### src/rtl/decoder_seq_n.sv
// Registered N-to-2^N decoder with active-low enable and active-low one-hot outputs.
// Besides plain decoding it can hold one line for a dwell (PULSE) or walk all lines (SCAN).
module decoder_seq_n #(
    parameter int N       = 2,
    parameter int DWELL_W = 8
) (
    input  logic                 clk,
    input  logic                 reset,
    input  logic                 enable,
    input  logic [1:0]           mode,
    input  logic [N-1:0]         in,
    input  logic [DWELL_W-1:0]   dwell,
    input  logic                 start,
    output logic                 busy,
    output logic                 done,
    output logic [N-1:0]         index,
    output logic [(1<<N)-1:0]    out
);

    localparam int LINES = 1 << N;

    localparam logic [1:0] MODE_DIRECT = 2'b00;
    localparam logic [1:0] MODE_PULSE  = 2'b01;
    localparam logic [1:0] MODE_SCAN   = 2'b10;

    typedef enum logic {
        IDLE   = 1'b0,
        ACTIVE = 1'b1
    } state_t;

    state_t               state_q;
    logic [N-1:0]         line_q;
    logic [N-1:0]         left_q;
    logic [DWELL_W-1:0]   dwell_q;
    logic [DWELL_W-1:0]   cnt_q;
    logic [LINES-1:0]     out_q;
    logic                 busy_q;
    logic                 done_q;
    logic [N-1:0]         index_q;

    logic [DWELL_W-1:0]   dwell_d;
    logic [N-1:0]         line_d;
    logic                 accept;
    logic                 last_dwell;
    logic                 last_line;

    function automatic logic [LINES-1:0] dec_n(input logic [N-1:0] sel);
        logic [LINES-1:0] v;
        v      = '1;
        v[sel] = 1'b0;
        return v;
    endfunction

    always_comb begin
        dwell_d    = (dwell == '0) ? DWELL_W'(1) : dwell;
        line_d     = line_q + N'(1);
        accept     = (state_q == IDLE) && start &&
                     ((mode == MODE_PULSE) || (mode == MODE_SCAN));
        last_dwell = (cnt_q == DWELL_W'(1));
        // left_q counts lines still to visit after the current one
        last_line  = (left_q == '0);
    end

    always_ff @(posedge clk) begin
        if (reset) begin
            state_q <= IDLE;
            line_q  <= '0;
            left_q  <= '0;
            dwell_q <= '0;
            cnt_q   <= '0;
            out_q   <= '1;
            busy_q  <= 1'b0;
            done_q  <= 1'b0;
            index_q <= '0;
        end else if (enable) begin
            // abort: index keeps its last value, no done pulse
            state_q <= IDLE;
            out_q   <= '1;
            busy_q  <= 1'b0;
            done_q  <= 1'b0;
        end else begin
            case (state_q)
                IDLE: begin
                    done_q <= 1'b0;
                    if (accept) begin
                        state_q <= ACTIVE;
                        line_q  <= in;
                        left_q  <= (mode == MODE_SCAN) ? N'(LINES - 1) : '0;
                        dwell_q <= dwell_d;
                        cnt_q   <= dwell_d;
                        out_q   <= dec_n(in);
                        busy_q  <= 1'b1;
                        index_q <= in;
                    end else if (mode == MODE_DIRECT) begin
                        out_q   <= dec_n(in);
                        busy_q  <= 1'b0;
                        index_q <= in;
                    end else begin
                        out_q   <= '1;
                        busy_q  <= 1'b0;
                    end
                end
                ACTIVE: begin
                    if (!last_dwell) begin
                        cnt_q <= cnt_q - DWELL_W'(1);
                    end else if (last_line) begin
                        state_q <= IDLE;
                        out_q   <= '1;
                        busy_q  <= 1'b0;
                        done_q  <= 1'b1;
                    end else begin
                        line_q  <= line_d;
                        left_q  <= left_q - N'(1);
                        cnt_q   <= dwell_q;
                        out_q   <= dec_n(line_d);
                        index_q <= line_d;
                    end
                end
                default: state_q <= IDLE;
            endcase
        end
    end

    assign out   = out_q;
    assign busy  = busy_q;
    assign done  = done_q;
    assign index = index_q;

endmodule

### config.mk
export PLATFORM = sky130hd
export DESIGN_NAME = decoder_seq_n
export DESIGN_NICKNAME = d
export VERILOG_FILES = /design/src/rtl/decoder_seq_n.sv
export SDC_FILE = /design/constraint.sdc
export NUM_CORES = 1
export LEC_CHECK = 0
export ABC_AREA = 1
export CAP_MARGIN = 20
export CORE_ASPECT_RATIO = 1.5
export CORE_UTILIZATION = 50
export DETAILED_ROUTE_END_ITERATION = 10
export DONT_BUFFER_PORTS = 1
export PLACE_DENSITY = 0.74
export SETUP_SLACK_MARGIN = 0.3
export SYNTH_ARGS = -nofsm -noshare
export SYNTH_HDL_FRONTEND = slang
export SYNTH_SLANG_ARGS = --single-unit
### constraint.sdc
create_clock -name clk -period 2.59 [get_ports clk]
set_input_delay 0.3885 -clock clk [delete_from_list [all_inputs] [get_ports clk]]
set_output_delay 0.3885 -clock clk [all_outputs]
set_load 0.02 [all_outputs]
# Word-level counts from Yosys, hierarchy flattened
# Index checks and enable logic that the tools add are counted.
# totals
register_bits	29
elab_cells	79
# op_classes
addsub	3
magnitude_cmp	4
n_eq_ne	9
muxes	36
n_bitwise	4
n_reduce_logical	14
# ops
operator	count
$mux W8	4
$mux W2	9
$mux W4	4
$pmux W8 S2	1
$pmux W2 S2	3
$mux W1	9
$eq A8 B1 Y1 const B	1
$logic_not A8 Y1	1
$not A4 Y4	2
$pmux W4 S2	1
$reduce_and A4 Y1	2
$sub A8 B1 Y8 const B	1
$lt A2 B3 Y1 const B	2
$pmux W1 S2	3
$reduce_and A3 Y1	2
$demux W1 S2	2
$ge A2 B1 Y1 const B	2
$logic_and A1 B1 Y1	4
$logic_not A2 Y1	2
$ne A2 B1 Y1 const B	2
$ne A2 B2 Y1 const B	2
$ne A3 B2 Y1 const B	1
$ne A3 B3 Y1 const B	1
$add A2 B1 Y2 const B	1
other kinds (7)	8

# Depth between registers and ports, before layout
# logic_depth
word_depth	9
depth_mapped	11

# Worst setup path before layout
# Ideal clock, no wire load.
# synth_timing
path_kind	input to register
startpoint	input port mode[0]
endpoint	register cnt_q[5]
setup_ps	122
arrival_time_ps	1452
required_time_ps	2468
slack_ps	1016
path_stages	8
cell_sequence	inv_1 -> ha_1 -> nand2_1 -> a21oi_2 -> nand2_2 -> buf_2 -> a21boi_0 -> a21oi_1
# synth_between
elab_chain_cells	5
word_cells_on_any_way	6
# synth_lines
element	line_no	rtl
from (decl)	10	input logic [1:0] mode,
$eq A2 B1 Y1 or $eq A2 B2 Y1 (tied branches)	58	((mode == MODE_PULSE) || (mode == MODE_SCAN));
$logic_or A1 B1 Y1 (*)	58	
$logic_and A1 B1 Y1 (*)	57	accept = (state_q == IDLE) && start &&
$ne A2 B2 Y1 (no source line) (*)	--	
$reduce_and A3 Y1 (no source line) (*)	--	
to (signal assigned)	90	cnt_q <= dwell_d;
to (signal assigned)	105	cnt_q <= cnt_q - DWELL_W'(1);
to (signal assigned)	114	cnt_q <= dwell_q;
to (decl)	35	logic [DWELL_W-1:0] cnt_q;
# Mark *: on every way between the ends. The rest lies on a longest branch, timed or not.
# A chain may end at the register's enable or synchronous reset.

# Worst setup path after layout
# layout_timing
startpoint	register state_q
endpoint	register dwell_q[6]
# layout_between
elab_chain_cells	4
# layout_lines
element	line_no	rtl
from (decl)	31	state_t state_q;
from (signal assigned)	66	state_q <= IDLE;
from (signal assigned)	77	state_q <= IDLE;
from (signal assigned)	86	state_q <= ACTIVE;
$not A1 Y1 (no source line) (*)	--	
$logic_and A1 B1 Y1 (2 in series)	57	
$reduce_and A3 Y1 (no source line) (*)	--	
to (signal assigned)	89	dwell_q <= dwell_d;
to (decl)	34	logic [DWELL_W-1:0] dwell_q;
# Marked as above.

==> flow_metrics.tcl <==
set metrics [dict create \
    critPathRequiredTime_ps 2750 \
    crit_fanout 16 \
    p_int_w 0.0008044 \
    slew_headroom 0.5476 \
    layout_common_cells "nand2_1, inv_1, dfxtp_1" \
    finalCritPeriodShare 0.6991 \
    clkPwrFrac 0.289 \
    synth_compound_area_frac 0.1431 \
    worst-setup-path-type "reg -> reg" \
    h-tree-depth 2 \
    clockRootBuffer "clkbuf_8" \
    total_leakage_power_nw 0.9525 \
    ys_seq_area_frac 0.3286 \
    drcViolationCount 0 \
    io-pin-count 24 \
    sw_frac_of_total 0.3657 \
    place_congestion 0.8579 \
    drv_cap 0 \
    die_h_um 74.80 \
    timing.fmax_ghz 0.5522 \
    syn_area_um2 1767 \
    path_cells "buf_4, inv_1, nand4_1, o21ai_0, a21oi_1" \
    detail_route.wl_per_cell_um 13.25 \
    num_vias 1709 \
    worstSetupStartpointType "flop" \
    hold_violations 0 \
    place_ws_ps 737.0 \
    period_needed_ps 1811 \
    synthArstFlopShare 0 \
    port-buffer-count 0 \
    syn_to_final_growth_pct 6.303 \
    synth_edf_count 0 \
    hp-class "in -> reg" \
    synth_top_family_by_area "simple AND/OR/NAND/NOR gates" \
    rows 26 \
    synth-simple-area-share 0.3286 \
    drt_iter0_drc 54 \
    synth_warnings 0 \
    drtAntennaViolNets 0 \
    cpMaxStageDelayCell "nand4_1" \
    clk_pin_slew_ps 60 \
    antenna_found_initial 0 \
    status "finished clean" \
    dr.pass1.iters 5 \
    power_switching_w 0.0004638 \
    syn_avg_cell_area_um2 6.332 \
    core_area_um2 3383 \
    cts_tree "done" \
    overflow 0 \
    n_antenna_cell 0 \
    critPathBufInv 2 \
    fin_tns_setup_ps 0 \
    nFillCells 376 \
    via_per_inst 5.291 \
    dpl_cell_area_um2 1795 \
    critPathMaxStageDelay_ps 510 \
    wirelength_mm 4.280 \
    synth_cells 279 \
    grtUsageTotal 0.2559 \
    clock_latency_ps 290 \
    p_per_area_nw_per_um2 675.3 \
    rsz0062_at_grt "no" \
    skew_ps 6.741 \
    ys_ff_latch 29 \
    die_area_um2 3780 \
    final_util 0.5551 \
    grt_pass1_wl_mm 7.100 \
    clock_path_buffers 2 \
    syn_nets 304 \
    grt_start_max_net_pins 23 \
    ys_types 24 \
    hold_ws_ps 259.5 \
    p_seq_frac 0.414 \
    fin_ws_ps 779.2 \
    finalSetupViolCount 0 \
    cp.arrival_ps 1970 \
    synth_xor_area_frac 0.004958 \
    postCtsSetupBuffers 0 \
    ys.flop_type "dfxtp_1" \
    peakVddDrop_uv 465.9 \
    cts_buffers 5 \
    maxSlewViolCount 0 \
    layout_commonest_cell "nand2_1" \
    stdcell_area_um2 1878 \
    cts_sinks 29 \
    hpwl_mm 3.239 \
    cts.repair.resized 0 \
    combPwrFrac 0.297 \
    die_x_um 50.54 \
    grt_pass1_vias 1629 \
    end_kind "flop" \
    synth_mux_area_frac 0 \
    layout-drive-gt1-share 0.06762 \
    nets 305 \
    synth_fa_ha_area_frac 0.06374 \
    worstMarginPinSlew_ps 677.8 \
    start_util 0.5222 \
    crit_family "simple AND/OR/NAND/NOR gates" \
    cts_hold_buf 0 \
]
==> path summary, 6_finish.rpt <==
kind | start | slack [ps] | depth (start not counted) | to
hold reg to reg | dwell_q[2]$_SDFFE_PP0P_ | 460 | 2 | dwell_q[2]$_SDFFE_PP0P_
hold / removal | reset | 260 | 3 | dwell_q[0]$_SDFFE_PP0P_
setup reg to reg | state_q$_SDFF_PP0_ | 780 | 5 | dwell_q[6]$_SDFFE_PP0P_
setup / recovery | state_q$_SDFF_PP0_ | 780 | 5 | dwell_q[6]$_SDFFE_PP0P_
==> sequential cells by signal, summed over array words and instances, names as in the netlist, 2 cells and up <==
signal	flops
cnt_q	8
line_q	2
index	2
dwell_q	8
left_q	2
out	4
==> layer usage <==
metal,vias to the layer above,GRT usage,share of wire
li1,883,-,-
met1,782,0.2568,0.37
met2,39,0.4963,0.58
met3,5,0.06667,0.044
met4,0,0.09877,0.014
met5,-,0,0
==> logic make-up after synthesis <==
family	Yosys count
XOR/XNOR	1
AND/OR/NAND/NOR	134
AO/OA/AOI/OAI	47
adder cells (fa/ha/maj)	9
buffers and inverters	59
flip-flops	29
==> Yosys cell counts, drive strengths merged (2+ instances only) <==
master | count | area, um2
o21ai | 18 | 93.84
nor2 | 27 | 106.4
inv | 50 | 187.7
nand3b | 2 | 15.01
nand2 | 69 | 271.5
nor3 | 2 | 10.01
a21oi | 24 | 123.9
o21bai | 2 | 15.01
dfxtp | 29 | 580.6
clkbuf | 3 | 11.26
nand4 | 6 | 37.54
ha | 9 | 112.6
nand3 | 28 | 140.1
buf | 5 | 27.53
==> worst min-delay path, stage by stage <==
cell and delay [ps]:
a21oi_1 20, o21ai_0 60, inv_1 40
==> stage by stage <==
stage          cells  total power (W)
2_1_floorplan    279        0.0008306
3_3_place_gp     315        0.0009011
3_5_place_dp     315        0.0009061
4_1_cts          323         0.001274
5_1_grt          323         0.001353
6_report         323         0.001268
==> power by group through the flow <==
stage / logic, W / registers, W / clock network (W)
6_report: 0.000376 / 0.000525 / 0.000366
5_1_grt: 0.000432 / 0.000529 / 0.000391
4_1_cts: 0.000375 / 0.000525 / 0.000374
3_5_place_dp: 0.000371 / 0.000535 / 0
3_3_place_gp: 0.000367 / 0.000534 / 0
2_1_floorplan: 0.000301 / 0.000529 / 0
==> layout make-up <==
cell class / instances / area (um2) / share of cell area
well taps: 42 / 52.55 / 0.02798
clock buffers: 6 / 72.57 / 0.03864
clock inverters: 2 / 10.01 / 0.005330
multi-input cells: 191 / 954.7 / 0.5083
flip-flops and latches: 29 / 580.6 / 0.3091
inverters: 51 / 192.7 / 0.1026
repair buffers: 2 / 15.01 / 0.007995
Power figures use the tool's default switching activity.
